[config.mk]
export PLATFORM = sky130hd
export DESIGN_NAME = program_counter
export DESIGN_NICKNAME = d
export VERILOG_FILES = /design/src/rtl/program_counter_pkg.sv /design/src/rtl/alu.sv /design/src/rtl/mux2_1_64.sv /design/src/rtl/program_counter_d_ff_64.sv /design/src/rtl/program_counter.sv
export SDC_FILE = /design/constraint.sdc
export NUM_CORES = 1
export LEC_CHECK = 0
export CORE_MARGIN = 3
export CORE_UTILIZATION = 55
export CTS_BUF_LIST = sky130_fd_sc_hd__clkbuf_4
export DETAILED_ROUTE_END_ITERATION = 10
export PLACE_DENSITY = 0.85
export SLEW_MARGIN = 10
export SYNTH_ARGS = -nofsm -noshare
export SYNTH_HDL_FRONTEND = slang
export SYNTH_SLANG_ARGS = --single-unit
[constraint.sdc]
create_clock -name clk -period 9.13 [get_ports clk]
set_clock_uncertainty 0.05 [all_clocks]
set_input_delay 1.826 -clock clk [delete_from_list [all_inputs] [get_ports clk]]
set_output_delay 1.826 -clock clk [all_outputs]
set_load 0.05 [all_outputs]
[src/rtl/program_counter_pkg.sv]
// Shared constants and helpers for the fetch-stage program counter.
// The offset helpers return byte offsets: sign-extended word offsets with the <<2 folded in.
package program_counter_pkg;

  localparam int          PC_W    = 64;
  localparam logic [63:0] PC_STEP = 64'd4;

  localparam logic [2:0] ALU_PASS_B = 3'b000;
  localparam logic [2:0] ALU_ADD    = 3'b010;
  localparam logic [2:0] ALU_SUB    = 3'b011;
  localparam logic [2:0] ALU_AND    = 3'b100;
  localparam logic [2:0] ALU_OR     = 3'b101;
  localparam logic [2:0] ALU_XOR    = 3'b110;

  function automatic logic [PC_W-1:0] byte_off19(input logic [18:0] word_off);
    return {{43{word_off[18]}}, word_off, 2'b00};
  endfunction

  function automatic logic [PC_W-1:0] byte_off26(input logic [25:0] word_off);
    return {{36{word_off[25]}}, word_off, 2'b00};
  endfunction

endpackage

[src/rtl/alu.sv]
// Small 64-bit combinational ALU; arithmetic wraps modulo 2^64 and no flags are produced.
module alu
  import program_counter_pkg::*;
(
  input  logic [PC_W-1:0] a_i,
  input  logic [PC_W-1:0] b_i,
  input  logic [2:0]      op_i,
  output logic [PC_W-1:0] result_o
);

  always_comb begin
    result_o = '0;
    case (op_i)
      ALU_PASS_B: result_o = b_i;
      ALU_ADD:    result_o = a_i + b_i;
      ALU_SUB:    result_o = a_i - b_i;
      ALU_AND:    result_o = a_i & b_i;
      ALU_OR:     result_o = a_i | b_i;
      ALU_XOR:    result_o = a_i ^ b_i;
      default:    result_o = '0;
    endcase
  end

endmodule

[src/rtl/mux2_1_64.sv]
// 64-bit two-input multiplexer: sel_i=0 selects in0_i, sel_i=1 selects in1_i.
module mux2_1_64
  import program_counter_pkg::*;
(
  input  logic            sel_i,
  input  logic [PC_W-1:0] in0_i,
  input  logic [PC_W-1:0] in1_i,
  output logic [PC_W-1:0] out_o
);

  assign out_o = sel_i ? in1_i : in0_i;

endmodule

[src/rtl/program_counter_d_ff_64.sv]
// 64-bit register with synchronous active-low reset clearing it to zero.
module d_ff_64
  import program_counter_pkg::*;
(
  input  logic            clk,
  input  logic            rst_ni,
  input  logic [PC_W-1:0] d_i,
  output logic [PC_W-1:0] q_o
);

  logic [PC_W-1:0] q_q;

  always_ff @(posedge clk) begin
    if (!rst_ni) begin
      q_q <= '0;
    end else begin
      q_q <= d_i;
    end
  end

  assign q_o = q_q;

endmodule

[src/rtl/program_counter.sv]
// Fetch-stage PC: advances by 4, or on a taken branch jumps relative to the
// previous cycle's PC (the branch instruction's own address).
module program_counter
  import program_counter_pkg::*;
(
  input  logic            clk,
  input  logic            reset,
  input  logic            BrTaken,
  input  logic            UncondBr,
  input  logic [18:0]     CondAddr19,
  input  logic [25:0]     BrAddr26,
  output logic [PC_W-1:0] out
);

  logic [PC_W-1:0] out_q;
  logic [PC_W-1:0] prev_q;
  logic [PC_W-1:0] off_byte;
  logic [PC_W-1:0] current;
  logic [PC_W-1:0] seq_pc;
  logic [PC_W-1:0] tgt_pc;
  logic [PC_W-1:0] out_d;

  mux2_1_64 u_off_mux (
    .sel_i (UncondBr),
    .in0_i (byte_off19(CondAddr19)),
    .in1_i (byte_off26(BrAddr26)),
    .out_o (off_byte)
  );

  // A taken branch is resolved one cycle after it was fetched, so its base is prev_q.
  mux2_1_64 u_base_mux (
    .sel_i (BrTaken),
    .in0_i (out_q),
    .in1_i (prev_q),
    .out_o (current)
  );

  alu u_seq_add (
    .a_i      (current),
    .b_i      (PC_STEP),
    .op_i     (ALU_ADD),
    .result_o (seq_pc)
  );

  alu u_tgt_add (
    .a_i      (current),
    .b_i      (off_byte),
    .op_i     (ALU_ADD),
    .result_o (tgt_pc)
  );

  mux2_1_64 u_next_mux (
    .sel_i (BrTaken),
    .in0_i (seq_pc),
    .in1_i (tgt_pc),
    .out_o (out_d)
  );

  d_ff_64 u_out_reg (
    .clk    (clk),
    .rst_ni (reset),
    .d_i    (out_d),
    .q_o    (out_q)
  );

  d_ff_64 u_prev_reg (
    .clk    (clk),
    .rst_ni (reset),
    .d_i    (out_q),
    .q_o    (prev_q)
  );

  assign out = out_q;

endmodule

== Word level (Yosys, flattened, before mapping) ==
Index checks and enable logic that the tools add are counted.
Storage, ports and cells
  register bits: 128
  input port bits: 49
  output and inout bits: 64
Operators by class
  add/subtract/negate cells: 2
  mux-type cells: 3
Operator list (number)
  $mux 64: 3
  $add 64x3->64 const B: 1
  $add 64x64->64: 1

== Depth between registers and ports, before layout ==
Gate-level depths: netlist (run 1).
  depth in word-level cells: 3
  depth in mapped cells: 16

== Cells and area by module ==
A second synthesis (run 1) with hierarchy kept.
Second synthesis, totals
  cell total of the unflattened synthesis: 3103
  area, all modules: 24609.9 um^2
By module, submodules not included
  alu at u_seq_add: times used 1, cells an instance 1325, area an instance 8992.4 um^2, sequential area each 0.0 um^2
  alu at u_tgt_add: times used 1, cells an instance 1295, area an instance 8794.7 um^2, sequential area each 0.0 um^2
  d_ff_64: times used 2, cells an instance 134, area an instance 1791.7 um^2, sequential area each 1281.2 um^2
  mux2_1_64: times used 3, cells an instance 71, area an instance 1077.3 um^2, sequential area each 0.0 um^2
  program_counter: times used 1, cells an instance 2, area an instance 7.5 um^2, sequential area each 0.0 um^2

== Worst setup path before layout (run 1) ==
Ideal clock, no wire load.
  kind: input port to flip-flop
  start: input port UncondBr
  end: register u_out_reg.q_q[51] (netlist: u_out_reg.q_o[51])
  setup time: 0.072 ns
  arrival time: 7.142 ns
  required time: 9.008 ns
  setup slack: 1.866 ns
  stages: 14
  buffers on the path: 2
  path through: clkbuf_1 nand2b_1 a21boi_0 ha_1 buf_6 a21o_1 a21o_1 a2111oi_4 a22o_4 nor4_1 a21oi_4 a31oi_4 nor3_1 mux2i_1
Between the ends
  longest elaborated chain between the ends: 3
Ends and longest elaborated chain
  start, declared: RTL line program_counter.sv:9  | input logic UncondBr,
  $mux 64: RTL line mux2_1_64.sv:11  | assign out_o = sel_i ? in1_i : in0_i;
  $add 64x64->64: RTL line alu.sv:15  | ALU_ADD: result_o = a_i + b_i;
  $mux 64: RTL line mux2_1_64.sv:11
  end signal, assigned: RTL line program_counter_d_ff_64.sv:17  | q_q <= d_i;
  end, declared: RTL line program_counter_d_ff_64.sv:11  | logic [PC_W-1:0] q_q;
Every way passes these cells.
A chain may end at the register's enable or synchronous reset.

== Final worst setup path (run 1) ==
  start: input port BrTaken
  end: register u_out_reg.q_q[56] (netlist: u_out_reg.q_o[56])
Between the ends
  longest elaborated chain between the ends: 3
Ends and longest elaborated chain
  start, declared: RTL line program_counter.sv:8  | input logic BrTaken,
  $mux 64: RTL line mux2_1_64.sv:11
  $add 64x3->64 / $add 64x64->64 (equally long branches): RTL line alu.sv:15
  $mux 64 (*): RTL line mux2_1_64.sv:11
Every way passes the cells marked *; elsewhere a longest branch is shown, timed or not.

==> impl_metrics.yaml, run 1 <==
finish:
  multi_input_comb_area_mm2: 0.00566
  nets: 1178
  area_growth_syn_to_layout_pct: 17.9
  nFillCells: 1204
  regArea_mm2: 0.00256
  final_layout_size_suffix_gt1_share_pct: 12.1
clock_tree:
  clock_path_buffers: 2
  cts_resized: 0
  cts_root_buffer: "clkbuf_4"
  cts.clk_slew.worst_paths_ns: 0.11
  cts_sinks: 128
  cts_tree: "built"
  hold_buffers: 0
  h-tree-depth: 4
  insertion_delay_ns: 0.55
  postCtsSetupBuffers: 0
  cts_buffers: 17
die:
  num_rows: 44
  design.die.area_mm2: 0.0169
  die_w_um: 130
  die_h_um: 130
  start_util_pct: 57.3
  io_pins: 113
  core_mm2: 0.0148
timing:
  slew_headroom_pct: 36.5
  hold_viol_final: 0
  finalMaxSlewViolations: 0
  tightest_slew_ns: 0.952
  fin_crit_sh_pct: 59.3
  worst_slack_ns: 3.72
  whs_ns: 0.434
  fmax_mhz: 185
  rsz0062_at_grt: "false"
  setup_viol_count_final: 0
  post-route-min-period_ns: 5.41
  finalSetupTns_ns: 0
global_route:
  grt_max_degree: 93
  grt_usage_pct: 24.1
  use_met1_pct: 32.7
  gr-max-usage-layer: "met2"
  gr-total-overflow: 0
  grt_pass1_wl_um: 33000
  grt_pass1_vias: 6907
  met2_usage_pct: 39.0
  antenna_found_initial: 1
  met3_usage_pct: 5.44
placement:
  dp_hpwl_um: 15200
  io_buffer_count: 112
  pre_cts_slack_ns: 3.13
  place_congestion: 0.989
yosys:
  ys_seq_area_share_pct: 30.2
  yosys.area.top_type: "dfxtp_1"
  synth_cell_type_count: 73
  ys_ff_latch: 128
  syn_avg_cell_area_um2: 8.63
  syn_inst: 983
  synth_area_leaders: "dfxtp_1, ha_1, mux2_2, and2_1, a21oi_1"
  synth_edf_count: 0
  ys.flop_type: "dfxtp_1"
  yosysWarnings: 0
  synth_top_cell_area_share_pct: 30.2
  syn_area_mm2: 0.00848
  synth_nets: 1094
  synthArstFlopShare_pct: 0
power:
  p_comb_share_pct: 34.4
  powerDensity_mw_per_mm2: 165
  ir_drop_v: 0.000127
  p_int_uw: 1060
  sequentialPowerShare_pct: 39.1
  netSwitchingPower_uw: 594
  leakage_uw: 0.00441
  pwr-share-clk_pct: 26.6
  switching_share_pct: 36.0
critical_path:
  r2r-start: "u_out_reg.q_o[2]"
  crit_path_start: "BrTaken"
  arrival_ns: 5.85
  critPathMostFrequentCell: "a21o_1"
  worstPathMaxFanout: 49
  path_cells: "buf_2 -> buf_4 -> mux2_2 -> ha_1 -> a21o_1 -> a21o_1 -> a21oi_1 -> o221ai_1 -> a221oi_2 -> a2111oi_2 -> nor3_2 -> o2bb2ai_2 -> mux2i_1"
  critPathKind: "primary input to flip-flop"
  cp.required_ns: 9.56
  critPathMaxStageDelay_ns: 0.71
  start_kind: "primary input"
  end_kind: "flip-flop"
  slowest_stage: "buf_2"
run:
  max_cap_viol_count: 0
route:
  vias: 7381
  vias_per_cell: 5.83
  drtAntennaViolNets: 0
  wirelength_um: 20600
  drt-pass1-iter-count: 5
  drcViolationCount: 0
  wl_per_cell_um: 16.2
  drt_iter0_markers: 561
outcome:
  outcome: "completed"
hold_path:
  hold_class: "flip-flop to flip-flop"
  min_from: "u_prev_reg.q_o[1]"
## area by class of cell
cell class | count | share of cell area (%)
multi-input cells | 786 | 56.6
flip-flops and latches | 128 | 25.6
repair buffers | 117 | 11.5
well taps | 184 | 2.30
clock inverters | 13 | 1.88
clock buffers | 19 | 1.43
inverters | 17 | 0.639
diodes | 1 | 0.0250
## Yosys cell counts, drive strengths merged (7+ instances only)
library cell,number
buf,8
dfxtp,128
mux2i,32
nand3,16
a21boi,13
xnor2,20
ha,61
o21ai,41
o21bai,13
clkbuf,44
a21o,42
nand2b,14
and2,71
a211oi,7
a31oi,7
nor3,15
nand2,77
nor2,93
nor2b,21
o21a,7
mux2,63
a21oi,75
inv,17
nand4,18
xor2,19
## registers in the layout (all words and copies together), names as in the netlist
| name | cells |
|---|---|
| u_prev_reg.q_o | 64 |
| u_out_reg.q_o | 64 |
## cells by family (layout without fill, tap and decap cells)
| family | count (synthesis) | after routing | synth area share (%) |
|---|---|---|---|
| AO/OA/AOI/OAI | 239 | 239 | 20.0 |
| XOR/XNOR | 39 | 39 | 4.03 |
| adder cells (fa/ha/maj) | 62 | 62 | 9.24 |
| buffers and inverters | 69 | 166 | 3.22 |
| flip-flops | 128 | 128 | 30.2 |
| multiplexers | 95 | 95 | 12.1 |
| other | 0 | 1 | 0 |
| AND/OR/NAND/NOR | 351 | 351 | 21.1 |
## power groups by stage
stage / sequential [uW] / clock (uW) / combinational [uW]
2_1_floorplan: 771 / 0 / 289
3_3_place_gp: 657 / 0 / 554
3_5_place_dp: 658 / 0 / 563
4_1_cts: 646 / 448 / 566
5_1_grt: 652 / 472 / 612
6_report: 646 / 439 / 568
## metrics by stage
step	cells	total power (uW)	utilization [%]	area, um^2
2_1_floorplan	983	1060	-	8480
3_3_place_gp	1232	1210	65.2	9660
3_5_place_dp	1232	1220	65.2	9660
4_1_cts	1264	1660	67.5	9990
5_1_grt	1265	1740	67.5	9990
6_report	1265	1650	67.5	9990
## worst paths after layout
kind                        to  slack, ns  depth (start not counted)
min reg2reg   u_out_reg.q_o[1]       0.43                          2
max          u_out_reg.q_o[56]       3.72                         13
min           u_out_reg.q_o[1]       0.43                          2
max reg2reg  u_out_reg.q_o[38]       5.66                         13
## layout by cell type, fill, tap and decap left out, drive strengths merged, types with 6 or more instances in the layout
| cell type | n |
|---|---|
| inv | 18 |
| dfxtp | 128 |
| clkbuf | 19 |
| and2 | 71 |
| xnor2 | 20 |
| o21bai | 13 |
| o21ai | 41 |
| nor2b | 21 |
| clkdlybuf4s50 | 110 |
| a31oi | 7 |
| nand2b | 14 |
| a21oi | 75 |
| a21boi | 13 |
| nand4 | 18 |
| a211oi | 7 |
| buf | 7 |
| nand2 | 77 |
| nor2 | 93 |
| mux2 | 63 |
| ha | 61 |
| clkinv | 6 |
| nor3b | 6 |
| a21o | 42 |
| o21a | 7 |
| nor3 | 15 |
| xor2 | 19 |
| mux2i | 32 |
| and3 | 6 |
| nand3 | 16 |
## layer usage
| layer | vias up | routed length [um] |
|---|---|---|
| met4 | 0 | 258 |
| li1 | 3662 | - |
| met1 | 3446 | 9680 |
| met5 | - | 0 |
| met2 | 251 | 9540 |
| met3 | 22 | 1060 |
## worst max-delay path, delay by kind of cell
kind	cells	cell delay [ns]
buffers and inverters	2	1.29
AOI/OAI and AO/OA	7	1.41
adders and majority gates	1	0.35
muxes	2	0.57
and+or+nand+nor	1	0.36
Power figures use the tool's default switching activity.
==> run 2: changes to the inputs <==
CORE_UTILIZATION = 52   (was 55)
PLACE_DENSITY = 0.84   (was 0.85)
clock period = 4.9 ns   (was 9.13 ns; I/O delays follow)
==> impl_metrics.yaml, run 2 (synthesized netlist as in run 1, its figures left out) <==
die:
  start_util_pct: 53.2
  core_mm2: 0.0159
  num_rows: 46
  die_h_um: 134
  die_w_um: 134
  design.die.area_mm2: 0.0179
  io_pins: 113
timing:
  setup_viol_count_final: 0
  fin_crit_sh_pct: 84.9
  whs_ns: 0.438
  rsz0062_at_grt: "false"
  fmax_mhz: 240
  finalSetupTns_ns: 0
  post-route-min-period_ns: 4.16
  slew_headroom_pct: 59.3
  tightest_slew_ns: 0.605
  hold_viol_final: 0
  finalMaxSlewViolations: 0
critical_path:
  ff2ff_path_depth: 13
  start_kind: "primary input"
  crit_path_start: "UncondBr"
  cp.required_ns: 5.33
  r2r-start: "u_out_reg.q_o[2]"
  critPathCapture: "u_out_reg.q_o[51]"
  worstReg2RegEnd: "u_out_reg.q_o[38]"
  worstPathMaxFanout: 15
  end_kind: "flip-flop"
  critPathKind: "primary input to flip-flop"
  arrival_ns: 4.60
  r2r_slack_ns: 1.52
finish:
  area_growth_syn_to_layout_pct: 18.9
  nFillCells: 1401
  final_layout_size_suffix_gt1_share_pct: 13.1
  final_cell_mix: "dfxtp_1, clkdlybuf4s50_1, nor2_1, nand2_1, a21oi_1"
  layout_commonest_cell: "dfxtp_1"
  nets: 1189
global_route:
  gr-total-overflow: 0
  grt_pass1_vias: 7351
  antenna_found_initial: 1
  grt_max_degree: 62
  grt_pass1_wl_um: 36000
  grt_usage_pct: 24.6
clock_tree:
  cts_root_buffer: "clkbuf_4"
  cts.clk_slew.worst_paths_ns: 0.10
  h-tree-depth: 4
  postCtsSetupBuffers: 0
  cts_sinks: 128
  insertion_delay_ns: 0.57
  cts_buffers: 17
  cts_tree: "built"
  cts_resized: 0
  hold_buffers: 0
  clock_path_buffers: 2
route:
  vias_per_cell: 5.71
  wl_per_cell_um: 16.6
  drt_iter0_markers: 721
  drt-pass1-iter-count: 5
  drcViolationCount: 0
  vias: 7471
  drtAntennaViolNets: 0
  wirelength_um: 21700
placement:
  io_buffer_count: 112
  place_congestion: 0.955
  dp_hpwl_um: 16300
power:
  powerDensity_mw_per_mm2: 298
  ir_drop_v: 0.000252
  leakage_uw: 0.00444
outcome:
  outcome: "completed"
run:
  max_cap_viol_count: 0
hold_path:
  hold_class: "flip-flop to flip-flop"
-- run 2: power breakdown --
part           internal (uW)  total [uW]  switching (uW)
Combinational            419        1070             656
Clock                    306         731             425
Sequential              1140        1200            58.3
-- run 2: worst max-delay path: stages --
cell	delay, ns
clkdlybuf4s50_1	0.59
buf_4	0.29
mux2i_1	0.23
nor2b_1	0.07
ha_1	0.38
a21oi_1	0.22
o21bai_1	0.09
a21oi_1	0.16
o21ai_0	0.13
a211oi_1	0.45
a2111o_1	0.37
a31oi_4	0.14
nor3_1	0.27
mux2i_1	0.22
-- run 2: metrics by stage --
stage               setup WS [ns]  util [%]  cells  cell area [um^2]  total power [uW]
finish                      0.740      63.2   1308             10100              3010
floorplan                  0.0914         -    983              8480              1980
CTS                         0.766      63.2   1307             10100              3020
global route                0.523      63.2   1308             10100              3160
detailed placement          0.195      61.5   1275              9800              2290
global placement            0.195      61.5   1275              9800              2270
-- run 2: worst min path at each step --
| stage | from | to | slack [ns] | cells after the start |
|---|---|---|---|---|
| after detailed placement | u_out_reg.q_o[23] | u_prev_reg.q_o[23] | 0.42 | 1 |
| after global routing | u_out_reg.q_o[55] | u_prev_reg.q_o[55] | 0.45 | 1 |
| after CTS | u_out_reg.q_o[33] | u_prev_reg.q_o[33] | 0.44 | 1 |
| after floorplan | u_prev_reg.q_o[0] | u_out_reg.q_o[0] | 0.39 | 2 |
| final | u_out_reg.q_o[35] | u_prev_reg.q_o[35] | 0.44 | 1 |
| after global placement | u_prev_reg.q_o[1] | u_out_reg.q_o[1] | 0.39 | 2 |
-- run 2: layout make-up --
cell class / instances / area [um^2] / area share, %
Antenna cell: 1 / 2.50 / 0.0248
Clock buffer: 18 / 135 / 1.34
Clock inverter: 14 / 143 / 1.42
Inverter: 17 / 63.8 / 0.633
Multi-Input combinational cell: 786 / 5660 / 56.1
Sequential cell: 128 / 2560 / 25.4
Tap cell: 216 / 270 / 2.68
Timing Repair Buffer: 128 / 1250 / 12.4
-- run 2: per-layer routing --
| layer | part of all wire [%] | wire length (um) | global-route usage (%) | up-vias |
|---|---|---|---|---|
| li1 | - | - | - | 3694 |
| met3 | 5.3 | 1140 | 4.72 | 35 |
| met1 | 47 | 10100 | 33.3 | 3500 |
| met2 | 46 | 10100 | 40.4 | 242 |
| met4 | 1.7 | 367 | 6.46 | 0 |
| met5 | 0 | 0 | 0 | - |
==> run 3: changes to the inputs <==
CORE_UTILIZATION = 55   (was 52)
PLACE_DENSITY = 0.85   (was 0.84)
clock period = 4.2 ns   (was 4.9 ns; I/O delays follow)
==> impl_metrics.yaml, run 3 (synthesized netlist as in run 1, its figures left out) <==
timing:
  slew_headroom_pct: 45.1
  hold_viol_final: 0
  fmax_mhz: 255
  finalSetupTns_ns: 0
  rsz0062_at_grt: "false"
  setup_viol_count_final: 0
  whs_ns: 0.428
  post-route-min-period_ns: 3.92
  tightest_slew_ns: 0.823
  finalMaxSlewViolations: 0
  fin_crit_sh_pct: 93.2
die:
  design.die.area_mm2: 0.0169
  io_pins: 113
  num_rows: 44
  die_h_um: 130
  core_mm2: 0.0148
  start_util_pct: 57.3
  die_w_um: 130
route:
  wl_per_cell_um: 16.1
  drt_iter0_markers: 661
  wirelength_um: 22700
  drt-pass1-iter-count: 6
  drtAntennaViolNets: 0
  vias_per_cell: 5.69
  drcViolationCount: 0
  vias: 8007
clock_tree:
  h-tree-depth: 4
  cts.clk_slew.worst_paths_ns: 0.10
  cts_tree: "built"
  cts_sinks: 128
  cts_root_buffer: "clkbuf_4"
  cts_buffers: 17
  postCtsSetupBuffers: 0
  clock_path_buffers: 2
  insertion_delay_ns: 0.57
global_route:
  grt_pass1_vias: 7819
  grt_usage_pct: 27.3
  grt_pass1_wl_um: 37000
  gr-total-overflow: 0
  antenna_found_initial: 1
  grt_max_degree: 92
finish:
  nets: 1324
  finalInstanceArea_mm2: 0.0110
  final_cell_mix: "buf_4, dfxtp_1, clkdlybuf4s50_1, nor2_1, nand2_1"
  area_growth_syn_to_layout_pct: 30.3
  final_layout_size_suffix_gt1_share_pct: 22.4
  nFillCells: 1071
  final_util_pct: 74.6
  layout_commonest_cell: "buf_4"
placement:
  place_congestion: 0.962
  io_buffer_count: 112
  dp_hpwl_um: 17700
  post_dp_cell_area_mm2: 0.0108
critical_path:
  end_kind: "flip-flop"
  critPathKind: "primary input to flip-flop"
  start_kind: "primary input"
  cp.required_ns: 4.62
  arrival_ns: 4.34
  r2r_slack_ns: 0.74
  worstPathMaxFanout: 4
power:
  ir_drop_v: 0.000231
  powerDensity_mw_per_mm2: 319
  leakage_uw: 0.00511
hold_path:
  hold_class: "flip-flop to flip-flop"
outcome:
  outcome: "completed"
run:
  max_cap_viol_count: 0
==> run 3: changes by cell type in the layout (fill, tap and decap cells not counted), sizes merged <==
| cell | previous run | this run |
|---|---|---|
| inv | 18 | 17 |
| bufinv | 2 | 0 |
| clkinvlp | 3 | 2 |
| dlymetal6s2s | 0 | 1 |
| buf | 18 | 153 |
| clkdlybuf4s50 | 110 | 109 |
| clkbuf | 18 | 19 |
==> run 3: final cells by class <==
cell class | instances | area, um^2 | area share [%]
Multi-Input combinational cell | 786 | 5680 | 51.4
Sequential cell | 128 | 2560 | 23.2
Timing Repair Buffer | 263 | 2320 | 21.0
Tap cell | 184 | 230 | 2.08
Clock buffer | 19 | 143 | 1.29
Inverter | 17 | 63.8 | 0.578
Clock inverter | 10 | 50.0 | 0.453
Antenna cell | 1 | 2.50 | 0.0227
==> run 3: worst max-delay path, cell delays in order <==
cell	delay [ns]
clkdlybuf4s50_1	0.46
mux2i_1	0.09
nand2_1	0.11
ha_1	0.17
inv_1	0.06
fa_1	0.41
and2b_1	0.25
o21a_2	0.16
o211ai_4	0.10
a211oi_4	0.33
buf_4	0.18
nor3b_4	0.05
o41ai_4	0.47
a21oi_2	0.18
o21ai_1	0.22
mux2i_1	0.26
==> run 3: path summary, 6_finish.rpt <==
kind / start / end / depth (start not counted)
setup / recovery: BrAddr26[0] / u_out_reg.q_o[38] / 16
hold / removal: u_prev_reg.q_o[1] / u_out_reg.q_o[1] / 2
setup reg to reg: u_out_reg.q_o[2] / u_out_reg.q_o[38] / 14
hold reg to reg: u_prev_reg.q_o[1] / u_out_reg.q_o[1] / 2
==> run 3: through the flow <==
step                power (uW)  setup WS (ns)  instances
floorplan                 2310          0.104        983
global placement          2830         -0.468       1378
detailed placement        2860         -0.562       1378
CTS                       3530         0.0119       1407
global route              3700          0.163       1408
finish                    3520          0.284       1408
==> run 3: power breakdown <==
| part | internal [uW] | switching (uW) | leakage, uW | total [uW] |
|---|---|---|---|---|
| registers | 1330 | 66.0 | 0.00105 | 1400 |
| logic | 641 | 813 | 0.00395 | 1450 |
| clock network | 223 | 442 | 0.000110 | 666 |
| total | 2200 | 1320 | 0.00511 | 3520 |
==> run 3: per-layer routing <==
layer  track usage [%]  wire [um]  up-vias
met5                 0          0        -
li1                  -          -     3953
met1              35.0      10100     3735
met4              9.96        527        0
met2              45.7      10700      265
met3              5.44       1330       54
==> run 3: repair_timing <==
action                                  4_1_cts  5_1_grt
hold buffers                                  0        0
resized for setup                             0        3
endpoints found under the setup margin        0        6
